**src/rtl/ifid_queue_pkg.sv**
```systemverilog
// Shared defaults for the IF->ID instruction queue, so IF, ID and the queue agree on
// instruction/PC widths, depth and the bubble instruction. Also holds the per-edge operation decode.
package ifid_queue_pkg;

    localparam int          IFID_IW    = 16;
    localparam int          IFID_AW    = 16;
    localparam int          IFID_DEPTH = 4;
    localparam logic [15:0] IFID_NOP   = 16'h0000;

    typedef enum logic [2:0] {
        Q_IDLE,
        Q_PUSH,
        Q_POP,
        Q_BOTH,
        Q_FLUSH
    } q_op_e;

    // Flush dominates; otherwise push and pop are independent and may coincide.
    function automatic q_op_e q_op(input logic push, input logic pop, input logic flush);
        q_op_e op;
        if (flush)              op = Q_FLUSH;
        else if (push && pop)   op = Q_BOTH;
        else if (push)          op = Q_PUSH;
        else if (pop)           op = Q_POP;
        else                    op = Q_IDLE;
        return op;
    endfunction

endpackage

```
**src/rtl/ifid_ptr.sv**
```systemverilog
// Wrapping queue pointer with increment enable and synchronous clear.
// DEPTH is a power of two, so the natural binary rollover is the modulo-DEPTH wrap.
module ifid_ptr #(
    parameter  int DEPTH = 4,
    localparam int PW    = (DEPTH > 1) ? $clog2(DEPTH) : 1
) (
    input  logic          C,
    input  logic          R,
    input  logic          clr,
    input  logic          inc,
    output logic [PW-1:0] ptr
);

    logic [PW-1:0] ptr_q;
    logic [PW-1:0] ptr_d;

    always_comb begin
        ptr_d = ptr_q;
        if (clr) begin
            ptr_d = '0;
        end else if (inc) begin
            ptr_d = ptr_q + 1'b1;
        end
    end

    always_ff @(posedge C or posedge R) begin
        if (R) begin
            ptr_q <= '0;
        end else begin
            ptr_q <= ptr_d;
        end
    end

    assign ptr = ptr_q;

endmodule

```
**src/rtl/ifid_queue.sv**
```systemverilog
// IF->ID decoupling queue: small FIFO of {instruction, PC} with flush and stall.
// Head outputs come from state only; the fill level is its own register, not a pointer difference.
module ifid_queue
    import ifid_queue_pkg::*;
#(
    parameter  int          IW    = IFID_IW,
    parameter  int          AW    = IFID_AW,
    parameter  int          DEPTH = IFID_DEPTH,
    parameter  logic [IW-1:0] NOP = IW'(IFID_NOP),
    localparam int          PW    = (DEPTH > 1) ? $clog2(DEPTH) : 1,
    localparam int          CW    = $clog2(DEPTH) + 1
) (
    input  logic          C,
    input  logic          R,
    input  logic          in_valid,
    output logic          in_ready,
    input  logic [IW-1:0] in_instr,
    input  logic [AW-1:0] in_pc,
    input  logic          flush,
    input  logic          stall,
    output logic          out_valid,
    output logic [IW-1:0] out_instr,
    output logic [AW-1:0] out_pc,
    output logic [CW-1:0] count
);

    logic [CW-1:0] count_q;
    logic [CW-1:0] count_d;
    logic [PW-1:0] head;
    logic [PW-1:0] tail;
    logic          push;
    logic          pop;
    q_op_e         op;

    logic [IW-1:0] instr_mem [DEPTH];
    logic [AW-1:0] pc_mem    [DEPTH];

    // Readiness looks only at the held count, so a full queue refuses even when a pop happens.
    assign in_ready  = (count_q < CW'(DEPTH));
    assign out_valid = (count_q != '0);

    assign push = in_valid & in_ready & ~flush;
    assign pop  = out_valid & ~stall & ~flush;
    assign op   = q_op(push, pop, flush);

    always_comb begin
        count_d = count_q;
        case (op)
            Q_FLUSH: count_d = '0;
            Q_PUSH:  count_d = count_q + 1'b1;
            Q_POP:   count_d = count_q - 1'b1;
            default: count_d = count_q;
        endcase
    end

    always_ff @(posedge C or posedge R) begin
        if (R) begin
            count_q <= '0;
        end else begin
            count_q <= count_d;
        end
    end

    ifid_ptr #(.DEPTH(DEPTH)) u_head (
        .C   (C),
        .R   (R),
        .clr (op == Q_FLUSH),
        .inc ((op == Q_POP) || (op == Q_BOTH)),
        .ptr (head)
    );

    ifid_ptr #(.DEPTH(DEPTH)) u_tail (
        .C   (C),
        .R   (R),
        .clr (op == Q_FLUSH),
        .inc ((op == Q_PUSH) || (op == Q_BOTH)),
        .ptr (tail)
    );

    // Storage is never reset; stale entries are masked by out_valid below.
    always_ff @(posedge C) begin
        if (push) begin
            instr_mem[tail] <= in_instr;
            pc_mem[tail]    <= in_pc;
        end
    end

    assign out_instr = out_valid ? instr_mem[head] : NOP;
    assign out_pc    = out_valid ? pc_mem[head]    : '0;
    assign count     = count_q;

endmodule
```
**config.mk**
```make
export PLATFORM = sky130hd
export DESIGN_NAME = ifid_queue
export DESIGN_NICKNAME = d
export VERILOG_FILES = /design/src/rtl/ifid_queue_pkg.sv /design/src/rtl/ifid_ptr.sv /design/src/rtl/ifid_queue.sv
export SDC_FILE = /design/constraint.sdc
export NUM_CORES = 1
export LEC_CHECK = 0
export CORE_ASPECT_RATIO = 0.6
export CORE_MARGIN = 2
export CORE_UTILIZATION = 35
export CTS_CLUSTER_DIAMETER = 30
export DETAILED_ROUTE_END_ITERATION = 10
export GPL_TIMING_DRIVEN = 0
export PLACE_DENSITY_LB_ADDON = 0.2
export SETUP_SLACK_MARGIN = 0.05
export SLEW_MARGIN = 20
export SYNTH_ARGS = -nofsm -noshare
export SYNTH_HDL_FRONTEND = slang
export SYNTH_SLANG_ARGS = --single-unit
```
**constraint.sdc**
```tcl
create_clock -name C -period 5 [get_ports C]
set_input_delay 0.5 -clock C [delete_from_list [all_inputs] [get_ports C]]
set_output_delay 0.5 -clock C [all_outputs]
set_load 0.02 [all_outputs]
```
* Word-level counts from Yosys, hierarchy flattened *
Memories as Yosys holds them, arrays and structs flattened.
Index checks and enable logic that the tools add are counted.

cells by class
  multiplexer cells = 13
  eq/ne operators = 4
  bitwise operators = 6
  reduce and logical (&&, ||, !) cells = 7
  order comparisons = 1
  add/subtract/negate cells = 4

operator list
  kind                                                                 number
  16-bit 2-to-1 mux                                                    2
  2-bit 2-to-1 mux                                                     7
  3-bit one-hot mux with 3 select lines                                1
  3-bit by 2-bit == test with 1-bit output (second input constant)     2
  3-bit nonzero test                                                   2
  2-bit by 1-bit adder with 2-bit output (second input constant)       2
  1-bit AND                                                            4
  2-bit nonzero test                                                   2
  3-bit by 1-bit adder with 3-bit output (second input constant)       1
  3-bit by 1-bit == test with 1-bit output (second input constant)     1
  3-bit == test (second input constant)                                1
  3-bit less-than comparator (second input constant)                   1
  3-bit 2-to-1 mux                                                     1
  3-bit by 1-bit subtractor with 3-bit output (second input constant)  1
  1-bit logical OR                                                     2
  1-bit 2-to-1 mux                                                     2
  1-bit inverter                                                       2
  1-bit logical AND                                                    1

word-level totals
  RAM bits = 128
  input port bits = 37
  output and inout port bits = 37
  flip-flop bits (word level) = 7
  memories = 2

memory list
  memory     depth  width  read ports  clocked after memory_dff  wr ports  RTL line          RTL
  instr_mem  4      16     1           0                         1         ifid_queue.sv:35  logic [IW-1:0] instr_mem [DEPTH];
  pc_mem     4      16     1           0                         1         ifid_queue.sv:36  logic [AW-1:0] pc_mem [DEPTH];

* Longest topological paths before layout *
Gate-level depths: netlist of the first run.

  depth after elaboration = 11
  depth in mapped cells = 7
  depth with buffers taken out = 7

* Cells and area by module *
A second synthesis of the first run with hierarchy kept.

second synthesis, totals
  cells, all modules = 263
  area total of the unflattened synthesis = 5355.1 µm²

by module, submodules not included
  module      times used  seq. area each (µm²)  area an instance (µm²)  cells an instance
  ifid_queue  1           3918.8                5170.0                  247
  ifid_ptr    2           50.0                  92.6                    8

* Least setup slack after synthesis of the first run *
Ideal clock, no wire load.

  path type = register to register
  start point = register count_q[2], in the netlist count[2]
  end point = memory instr_mem[0][0] (netlist bit), enable pin
  cell stages (with the launch flop) = 5
  path slack = 2789 ps
  setup time = 392 ps
  buffers on the path = 1
  arrival = 1819 ps
  required time = 4608 ps
  cell sequence = dfrtp_1 > nand2b_1 > buf_2 > nor2_1 > and2_1

on the way
  longest elaborated chain between the ends = 5

RTL lines
  element                                 RTL line          RTL
  start: declaration                      ifid_queue.sv:27  logic [CW-1:0] count_q;
  start signal: assignment                ifid_queue.sv:60  count_q <= count_d;
  3-bit less-than comparator              ifid_queue.sv:39  assign in_ready = (count_q < CW'(DEPTH));
  1-bit AND (2 in series)                 ifid_queue.sv:42  assign push = in_valid & in_ready & ~flush;
  1-bit 2-to-1 mux                        ifid_queue.sv:82  if (push) begin
  1-bit 2-to-1 mux (not written as such)  ifid_queue.sv:83  instr_mem[tail] <= in_instr;
  end: declaration                        ifid_queue.sv:35

Every way passes these cells.

* Final worst setup path of the first run *
  start point = register count_q[0], in the netlist count[0]
  end point = output port out_pc[5]

on the way
  longest elaborated chain between the ends = 2

RTL lines
  element             RTL line          RTL
  3-bit nonzero test  ifid_queue.sv:40  assign out_valid = (count_q != '0);
  16-bit 2-to-1 mux   ifid_queue.sv:89  assign out_pc = out_valid ? pc_mem[head] : '0;
  end: declaration    ifid_queue.sv:23  output logic [AW-1:0] out_pc,

Every way passes these cells.

==> results.sh, run 1 <==
export IMPL_tightest_slew_ps=570.1
export IMPL_r2r_slack_ps=2810
export IMPL_ys_types=30
export IMPL_via_per_inst=4.774
export IMPL_postLayoutCellArea_um2=7173
export IMPL_synth_area_leader_cell="edfxtp_1"
export IMPL_start_util_pct=35.58
export IMPL_postRouteAntennaNets=0
export IMPL_place_port_buffers=72
export IMPL_holdBufCountCts=0
export IMPL_power_internal_w=0.002526
export IMPL_synthArstFlopShare_pct=5.185
export IMPL_io_pins=74
export IMPL_drt_pass1_iterations=4
export IMPL_switching_share_pct=23.47
export IMPL_worstPathMaxFanout=10
export IMPL_grt_overflow_total=0
export IMPL_grt_pass1_vias=2866
export IMPL_place_gp_congestion=0.6891
export IMPL_regToRegEndpoint="count[1]"
export IMPL_syn_nets=307
export IMPL_ys_ff_latch=135
export IMPL_worstPathRequired_ps=4500
export IMPL_first_iter_violations=112
export IMPL_yosys_area_top_type_share_pct=70.88
export IMPL_skew_ps=6.945
export IMPL_grt_pass1_wl_um=16570
export IMPL_synthFlopType="edfxtp_1"
export IMPL_grt_max_degree=26
export IMPL_clkSinkCount=135
export IMPL_period_minus_slack_ps=3117
export IMPL_fin_ws_ps=1883
export IMPL_peakVddDrop_v=0.0002137
export IMPL_synth_edf_count=128
export IMPL_netlist_area_um2=5423
export IMPL_synth_area_top_cells="edfxtp_1 (71%), mux4_2 (12%), dfrtp_1 (3.2%)"
export IMPL_syn_avg_cell_area_um2=20.46
export IMPL_synth_warnings=0
export IMPL_netlist_instances=265
export IMPL_cts_buffers=17
export IMPL_slew_viol_final=0
export IMPL_combinationalPowerShare_pct=17.4
export IMPL_report_final_hold_viol_count=0
export IMPL_post_cts_resized=0
export IMPL_drt_total_wl_um=10650
export IMPL_yosysSeqAreaShare_pct=74.11
export IMPL_fin_crit_sh_pct=62.34
export IMPL_r2r_start="count[0]"
export IMPL_drc=0
export IMPL_setup_viol=0
export IMPL_final_core_util_pct=47.07
export IMPL_grt_util_all_layers_pct=14.03
export IMPL_drive_gt1_share_pct=20.64
export IMPL_core_area_um2=15240
export IMPL_antenna_found_initial=0
export IMPL_crit_path_start_kind="flop"
export IMPL_row_count=35
export IMPL_cellPowerDensity_nw_per_um2=460.1
export IMPL_final_net_count=402
export IMPL_cts_tree="done"
export IMPL_hold_path_class="in -> async"
export IMPL_clk_latency_ps=400
export IMPL_syn_to_final_growth_pct=32.28
export IMPL_switchingPower_w=0.0007746
export IMPL_yosysMostFrequentCell="edfxtp_1"
export IMPL_clk_pin_slew_ps=60
export IMPL_end_kind="output pin"
export IMPL_p_leak_nw=2.353
export IMPL_cts_root_buffer="clkbuf_16"
export IMPL_cp_data_arrival_time_ps=2620
export IMPL_reg2regPathDepth=7
export IMPL_clockBufferDepth=2
export IMPL_status="completed"
export IMPL_fmax_mhz=320.8
export IMPL_clockPowerShare_pct=43.0
export IMPL_post_dp_hpwl_um=6718
export IMPL_postCtsSetupBuffers=0
export IMPL_p_seq_share_pct=39.6
export IMPL_vias=2750
export IMPL_relSlewSlack_pct=61.99
export IMPL_die_w_um=164.7
export IMPL_n_antenna_cell=0
export IMPL_die_area_um2=16540
export IMPL_cts_max_level=4
export IMPL_path_class="reg -> out"
export IMPL_post_dp_cell_area_um2=6497
export IMPL_avgRoutedWirePerCell_um=18.49
export IMPL_die_h_um=100.4
export IMPL_rsz0062_at_grt="no"
export IMPL_maxCapViolCount=0
export IMPL_synth_top_cells_by_count="edfxtp_1 (128), mux4_2 (28), nor2b_1 (27)"
export IMPL_post_place_ws_ps=2252
export IMPL_setup_tns_ps=0
-- worst max-delay path by stage --
stage / from / end / slack [ps]
global placement: in_valid / instr_mem[3][13] / 1570
finish: count[0] / out_pc[5] / 1880
floorplan: count[2] / instr_mem[0][0] / 2790
global route: count[0] / out_pc[5] / 1680
detailed placement: count[0] / out_pc[5] / 2250
CTS: count[0] / out_pc[5] / 1800
-- state kept, by name, summed over array words and instances (netlist names) --
signal      cells
instr_mem      64
pc_mem         64
count           3
u_head.ptr      2
u_tail.ptr      2
-- stage by stage --
stage                     total power [W]  hold WS [ps]  instances
after floorplan                  0.001667         303.4        265
after global placement           0.001902         575.6        540
after detailed placement         0.001916         601.1        544
after CTS                        0.003351         336.9        576
after global routing             0.003438         366.5        576
final                            0.003300         337.5        576
-- worst max-delay path, stage by stage (launching register included) --
cell and delay, ps:
dfrtp_1 490, nor3_4 450, clkbuf_1 500, and2b_1 250
clkdlybuf4s50_1 520
-- power by group through the flow --
stage          Clock, W  Sequential, W  Combinational [W]
2_1_floorplan         0        0.00133           0.000336
5_1_grt         0.00151        0.00131           0.000623
3_3_place_gp          0        0.00133           0.000571
6_report        0.00142        0.00131           0.000574
4_1_cts         0.00145        0.00131           0.000589
3_5_place_dp          0        0.00133           0.000585
-- logic make-up (layout without fill, tap and decap cells) --
kind of cell / after synthesis / in the layout / share of synthesized area, %
compound gates: 11 / 11 / 1.246
xor+xnor: 4 / 4 / 0.6460
fa+ha+maj: 5 / 5 / 1.292
buf+inv: 21 / 129 / 2.607
flops: 135 / 135 / 74.11
mux: 33 / 33 / 13.75
simple gates: 56 / 56 / 6.345
-- layout by cell type, fill, tap and decap left out, drive strengths merged, types with 2 or more instances in the layout --
cell and instances:
bufinv 6, edfxtp 128, buf 13, nand2b 2, o21ai 2, mux4 32
nor2 10, nand3b 2, dfrtp 7, ha 4, clkinv 2, nand2 2
and2b 6, xnor2 4, nor2b 27, clkdlybuf4s50 72, and2 4, inv 11
clkbuf 24, a21oi 4
-- cell type report --
cell class,instances,area (um2)
clock inverters,13,242.7
clock buffers,19,432.9
plain buffers,14,115.1
multi-input cells,109,1267
flip-flops and latches,135,4019
repair buffers,76,815.8
fillers,1322,8066
inverters,7,26.28
well taps,203,254.0
-- routing by layer --
| metal | up-vias | GRT usage, % | wire length, um |
|---|---|---|---|
| met5 | - | 0 | 0 |
| met4 | 0 | 4.615 | 111 |
| met3 | 12 | 4.380 | 729 |
| met2 | 89 | 21.21 | 4837 |
| met1 | 1403 | 19.49 | 4970 |
| li1 | 1246 | - | - |
Note: power is estimated with default switching activity, not from simulation.
==> run 2, diff against run 1 <==
==> constraint.sdc (replaced) <==
create_clock -name C -period 2.6 [get_ports C]
set_input_delay 0.26 -clock C [delete_from_list [all_inputs] [get_ports C]]
set_output_delay 0.26 -clock C [all_outputs]
set_load 0.02 [all_outputs]
==> results.sh, run 2 (same netlist as run 1, synthesis figures left out) <==
export IMPL_hold_slack_ps=98.75
export IMPL_fin_ws_ps=176.1
export IMPL_post_dp_hpwl_um=6718
export IMPL_vias=2762
export IMPL_drc=0
export IMPL_final_net_count=403
export IMPL_die_h_um=100.4
export IMPL_postLayoutCellArea_um2=7187
export IMPL_fin_crit_sh_pct=93.23
export IMPL_grt_overflow_total=0
export IMPL_cellPowerDensity_nw_per_um2=879.8
export IMPL_setup_viol=0
export IMPL_place_port_buffers=72
export IMPL_clk_latency_ps=410
export IMPL_worstPathRequired_ps=2340
export IMPL_row_count=35
export IMPL_cts_buffers=17
export IMPL_io_pins=74
export IMPL_start_util_pct=35.58
export IMPL_slew_viol_final=0
export IMPL_avgRoutedWirePerCell_um=18.59
export IMPL_postRouteAntennaNets=0
export IMPL_maxCapViolCount=0
export IMPL_core_area_um2=15240
export IMPL_cts_root_buffer="clkbuf_16"
export IMPL_crit_path_start_kind="flop"
export IMPL_drive_gt1_share_pct=22.19
export IMPL_die_w_um=164.7
export IMPL_period_minus_slack_ps=2424
export IMPL_grt_pass1_vias=2885
export IMPL_grt_use_met1_pct=19.49
export IMPL_antenna_found_initial=0
export IMPL_worstPathMaxFanout=7
export IMPL_path_class="reg -> out"
export IMPL_gr_usage_met3_pct=4.380
export IMPL_tightest_slew_ps=551.4
export IMPL_n_antenna_cell=0
export IMPL_setup_tns_ps=0
export IMPL_layout_common_cells="edfxtp_1 (128), clkdlybuf4s50_1 (44), mux4_2 (28), nor2b_1 (27), dlygate4sd2_1 (26)"
export IMPL_cp_data_arrival_time_ps=2160
export IMPL_drt_total_wl_um=10730
export IMPL_post_place_ws_ps=92.47
export IMPL_fmax_mhz=412.6
export IMPL_rsz0062_at_grt="no"
export IMPL_via_per_inst=4.787
export IMPL_layout_commonest_cell="edfxtp_1"
export IMPL_relSlewSlack_pct=63.24
export IMPL_peakVddDrop_v=0.0004118
export IMPL_report_final_hold_viol_count=0
export IMPL_drt_pass1_iterations=4
export IMPL_die_area_um2=16540
export IMPL_holdBufCountCts=0
export IMPL_grt_max_degree=26
export IMPL_p_leak_nw=2.498
export IMPL_grt_pass1_wl_um=16720
export IMPL_end_kind="output pin"
export IMPL_grt_util_all_layers_pct=14.14
export IMPL_cts_max_level=4
export IMPL_first_iter_violations=109
export IMPL_cts_tree="done"
export IMPL_total_power_w=0.006323
export IMPL_status="completed"
export IMPL_hold_path_class="in -> async"
export IMPL_syn_to_final_growth_pct=32.53
export IMPL_place_gp_congestion=0.6891
export IMPL_clockBufferDepth=2
export IMPL_skew_ps=8.166
export IMPL_clkSinkCount=135
export IMPL_grt_busiest_layer="met2"
export IMPL_post_dp_cell_area_um2=6497
export IMPL_clk_pin_slew_ps=60
export IMPL_use_met2_pct=21.60
run 2: worst paths after layout:
path / from / endpoint / slack (ps) / depth (start not counted)
min in group C: flush / u_tail.ptr[0] / 260 / 2
setup reg to reg: count[2] / count[1] / 400 / 9
hold reg to reg: u_tail.ptr[1] / u_tail.ptr[1] / 600 / 2
max in group asynchronous: R / count[0] / 2260 / 2
setup / recovery: u_head.ptr[0] / out_instr[15] / 180 / 4
hold / removal: R / u_tail.ptr[0] / 100 / 2
run 2: stage by stage:
stage	std cells	util [%]
floorplan	265	-
global placement	540	41.98
detailed placement	544	42.64
CTS	577	47.12
global route	577	47.16
finish	577	47.16
run 2: what timing repair did:
action,CTS,global route
buffers inserted,2,0
pin swaps,1,0
gates resized for setup,34,3
endpoints found under the setup margin,30,3
run 2: critical path: stages, from the launching register on:
cell and delay [ps]:
dfrtp_1 340, buf_6 170, mux4_1 550, nor2b_1 160
clkdlybuf4s50_1 540
run 2: layout make-up:
class	instances	area, um2
well taps	203	254.0
clock buffers	19	432.9
clock inverters	13	242.7
fillers	1321	8053
flip-flops and latches	135	4020
multi-input cells	109	1267
repair buffers	78	815.8
inverters	7	26.28
plain buffers	13	127.6
run 2: power by group:
group	total, W	internal [W]	switching [W]
clock	0.00273	0.00182	0.000913
combinational	0.00107	0.000528	0.000546
sequential	0.00252	0.00248	0.0000380
total	0.00632	0.00483	0.00150
run 2: routing by layer:
layer,up-vias,wire [um]
li1,1246,-
met1,1434,5062
met2,68,4928
met3,14,613
met4,0,122
met5,-,0
==> run 3, diff against run 2 <==
--- a/config.mk
+++ b/config.mk
@@ -13,6 +13,7 @@
 export GPL_TIMING_DRIVEN = 0
 export PLACE_DENSITY_LB_ADDON = 0.2
 export SETUP_SLACK_MARGIN = 0.05
+export SKIP_LAST_GASP = 1
 export SLEW_MARGIN = 20
 export SYNTH_ARGS = -nofsm -noshare
 export SYNTH_HDL_FRONTEND = slang
==> results of run 3 <==
Same layout as run 2: the final DEF is identical, and so are final timing and power.
==> RTL edit 1, RTL diff (config.mk and constraints of run 2) <==
Register the output `count` once more; this adds one clock of latency there. The other outputs are not delayed to match.
--- a/src/rtl/ifid_queue.sv
+++ b/src/rtl/ifid_queue.sv
@@ -88,5 +88,7 @@
     assign out_instr = out_valid ? instr_mem[head] : NOP;
     assign out_pc    = out_valid ? pc_mem[head]    : '0;
-    assign count     = count_q;
+    always_ff @(posedge C) begin
+        count <= count_q;
+    end
 
 endmodule
Formal check against the unedited RTL: not equivalent (Yosys sat finds a counterexample within 4 cycles, from zero or initial values).
==> RTL edit 1 against run 2 <==
  * Cell count up 0.87%
  * Highest routed layer unchanged
  * Area after synthesis up 1.5%
  * Largest cell class unchanged
  * Routed wire length down 1.2%
  * Total power down 7.8%
  * Worst setup slack worse by 0.052 ns
  * Sequential cell count up 3
  * Largest power group is now sequential cells
  * Final area down 0.94%
==> RTL edit 1: results (changes against run 2) <==
- Clk Latency, worst-skew pair: 0.41 ns (about the same)
- First-pass DRT Iterations: 4 (unchanged)
- Routability Congestion: 0.685 (-0.65%)
- Synth area leaders: edfxtp_1 (70%), mux4_2 (11%), nor2b_1 (3.3%)
- First-pass GRT wire length: 16,500 µm (-1.1%)
- Share of flip-flops with an asynchronous set or reset: 0.0507 (-0.00113)
- Layout cells sized above 1: 0.233 (+0.0109)
- Synth unique cells: 31 (+3.3%)
- Hold Vio Cnt, Final: 0 (unchanged)
- Largest net degree at the start of global routing: 25 (-3.8%)
- Post-synth top cells: edfxtp_1 (128), nor2b_1 (29), mux4_2 (28)
- CTS clk-pin slew, worst paths: 0.07 ns
- Maximum VDD drop: 0.355 mV (-14%)
- Net Count, Synth: 310 (+0.98%)
- H-tree level count: 4 (unchanged)
- Final setup vio count: 0 (unchanged)
- P_leak: 0.00244 µW (-2.4%)
- Nets@finish: 407 (+0.99%)
- Placement Cell Area: 0.00657 mm² (+1.1%)
- Outcome: finished, final reports clean
- CP max FO: 10 (+3)
- Clock Tree Root: clkbuf_16
- Clk buf depth: 2 (unchanged)
- Via count: 2,737 (-0.91%)
- Hpwl dp: 6660 µm (-0.90%)
- Regs by FF count: instr_mem: 64 flops, pc_mem: 64 flops
- HP Class: in -> async
- Number of global-route vias before repair: 2,868 (-0.59%)
- IO buf count: 72 (unchanged)
- Register area share after synthesis: 0.741 (about the same)
- Setup Skew: 0.0143 ns (+0.00617 ns)
- DR iter-0 viols: 144 (+32%)
- CTS buffer count: 17 (unchanged)
- Worst path arrival time: 2.22 ns (+0.06 ns)
- Least-Margin Pin Slew: 0.597 ns (+0.0457 ns)
- EDFF count, synth: 128 (unchanged)
- Initial antenna violation count: 1 (+1)
- WL final: 10,600 µm (-1.2%)
- GRT Util Overall: 0.135 (-0.00655)
- Synthesis Warnings: 0 (unchanged)
-- RTL edit 1: cell types whose count changed after synthesis, moves of 2 or more --
cell | run 2 | this run
and2b_1 | 6 | 0
nor2b_1 | 27 | 29
nor2b_4 | 0 | 4
buf_2 | 5 | 8
clkbuf_1 | 5 | 2
dfxtp_1 | 0 | 3
-- RTL edit 1: area by class of cell --
cell class              count  area [µm²]
diodes                      1        2.50
plain buffers              13         123
clock buffers              18         429
clock inverters            14         110
fillers                  1312        8250
inverters                   7        26.3
multi-input cells         109        1290
flip-flops and latches    138        4080
well taps                 203         254
repair buffers             79         803
-- RTL edit 1: repair_timing --
item	CTS	global route
buffers inserted	3	0
setup endpoints to repair	30	3
resized for setup	30	4
pin swaps	1	0
-- RTL edit 1: worst max-delay path, stage by stage (launching register included) --
cell	delay [ns]
dfrtp_1	0.47
nor3_4	0.07
buf_4	0.16
buf_2	0.21
nor2b_1	0.24
clkdlybuf4s50_1	0.65
-- RTL edit 1: logic make-up after synthesis --
kind of cell | after synthesis | share of synthesized area
simple gates | 56 | 0.0655
xor+xnor | 4 | 0.00637
buf+inv | 21 | 0.0264
flops | 138 | 0.741
mux | 33 | 0.136
compound gates | 11 | 0.0123
fa+ha+maj | 5 | 0.0127
-- RTL edit 1: routing by layer --
layer | wire length (µm) | up-vias | track usage
met3 | 557 | 11 | 0.0420
met1 | 5270 | 1402 | 0.187
met4 | 133 | 0 | 0.0542
met5 | 0 | - | 0
met2 | 4640 | 70 | 0.201
li1 | - | 1254 | -
-- RTL edit 1: power by group --
group | total [µW] | leakage (µW) | internal, µW | switching [µW]
combinational | 1080 | 0.000909 | 524 | 556
sequential | 2570 | 0.00128 | 2530 | 38.8
clock | 2180 | 0.000250 | 1240 | 944
total | 5830 | 0.00244 | 4290 | 1540
-- RTL edit 1: final timing paths --
path                       startpoint            end  slack (ns)  cells after the start
hold / removal                      R     count_q[1]        0.09                      2
setup reg to reg           count_q[1]     count_q[1]        0.43                      9
min in group C                  flush  u_tail.ptr[0]        0.22                      2
setup / recovery           count_q[1]   out_instr[1]        0.12                      5
hold reg to reg            count_q[2]       count[2]        0.50                      0
max in group asynchronous           R     count_q[2]        2.24                      2
-- RTL edit 1: stage by stage --
step | util | std cells | hold slack, ns | setup slack, ns | power (µW)
after floorplan | - | 268 | 0.0634 | 0.513 | 3280
after detailed placement | 0.427 | 547 | 0.474 | 0.159 | 3760
after CTS | 0.463 | 581 | 0.0774 | 0.0183 | 5920
after global routing | 0.463 | 581 | 0.116 | 0.0311 | 6080
after global placement | 0.421 | 543 | 0.480 | -0.617 | 3740
final | 0.463 | 582 | 0.0867 | 0.124 | 5830
==> RTL edit 2, RTL diff (flow settings as in run 2) <==
Made on the original files. Change the package constant `IFID_IW` from 16 to 17.
--- a/src/rtl/ifid_queue_pkg.sv
+++ b/src/rtl/ifid_queue_pkg.sv
@@ -3,5 +3,5 @@
 package ifid_queue_pkg;
 
-    localparam int          IFID_IW    = 16;
+    localparam int          IFID_IW    = 17;
     localparam int          IFID_AW    = 16;
     localparam int          IFID_DEPTH = 4;
Interface: changed (resized in_instr and out_instr); port bits go from 74 to 76. The function was not compared with the original's and may differ.
==> RTL edit 2 against run 2 <==
  * The flow now finishes with violations (design-rule violations)
  * Clock skew increased by 0.0025 ns
  * Area after synthesis increased by 3.1%
  * Hold slack about the same
  * Total power decreased by 4.9%
  * Final area increased by 0.97%
  * Register-to-register slack got worse by 0.03 ns
  * First-iteration DRC count increased by 43%
  * Sequential cell count increased by 4
  * Sequential share of layout area increased by 1.1 points
  * Synthesized cell count increased by 2.3%
  * Worst setup slack improved by 0.0078 ns
  * Routed wire length decreased by 0.62%
  * Clock power decreased by 15%
==> RTL edit 2: results (changes against run 2) <==
- Synth unique cells: 31 (+3.3%)
- DR iter-0 viols: 156 (+43%)
- Fraction of area in registers: 0.571 (+0.0112)
- IO buf count: 74 (+2.8%)
- Clock tree cell share of total cell area: 0.0791 (-0.0149)
- Post-layout min period: 2.42 ns (-0.00784 ns)
- Nets@finish: 414 (+2.7%)
- Power Internal: 4500 µW (-6.7%)
- Compound-gate portion of the synthesized area: 0.0121 (-0.000374)
- Placed Instances: 552 (+1.5%)
- Signal buffers: 95 (+4.4%)
- Place WS: 0.0232 ns (-0.0693 ns)
- DR DRC count: 3 (+3)
- Vias per cell: 4.71 (-1.7%)
- Failing checks: design-rule violations
- Synth area leaders: edfxtp_1 (71%), mux4_2 (13%), nor2b_1 (3.5%)
- Hpwl dp: 6870 µm (+2.2%)
- Area grow syn2layout: 29.8%
- Synthesized cell area: 0.00559 mm² (+3.1%)
- Synth Area in XOR/XNOR: 0.00627 (-0.000194)
- Non-clock buffers, area share: 0.132 (+0.000629)
- Outcome: finished with violations
- Layout cells sized above 1: 0.240 (+0.0177)
- Reg2reg setup slack: 0.37 ns (-0.03 ns)
- Placement Cell Area: 0.00669 mm² (+2.9%)
- Register area share after synthesis: 0.740 (about the same)
==> RTL edit 2: changes by cell type in the layout (fill, tap and decap cells not counted), moves of 3 or more <==
cell        before  now
mux4_1           4    1
mux4_2          28   32
edfxtp_1       128  132
bufinv_16        6    2
and2b_1          6    0
nor2b_4          0    3
nor2b_1         27   31
clkinvlp_4       1    5
==> RTL edit 2: final timing paths <==
kind / to / cells after the start
max: out_instr[2] / 4
min: u_tail.ptr[0] / 2
max reg2reg: count[1] / 9
min reg2reg: u_tail.ptr[1] / 2
max in group asynchronous: count[0] / 2
min in group C: u_tail.ptr[1] / 2
==> RTL edit 2: timing repair <==
action | 4_1_cts | 5_1_grt
pin swaps | 1 | 0
gates resized for setup | 31 | 2
buffers inserted | 3 | 0
endpoints found under the setup margin | 30 | 1
==> RTL edit 2: metal layers <==
layer	track usage	up-vias	wire length, µm
met5	0	-	13
met4	0.0502	2	86
met3	0.0473	10	676
met2	0.195	69	4740
met1	0.188	1409	5140
li1	-	1272	-
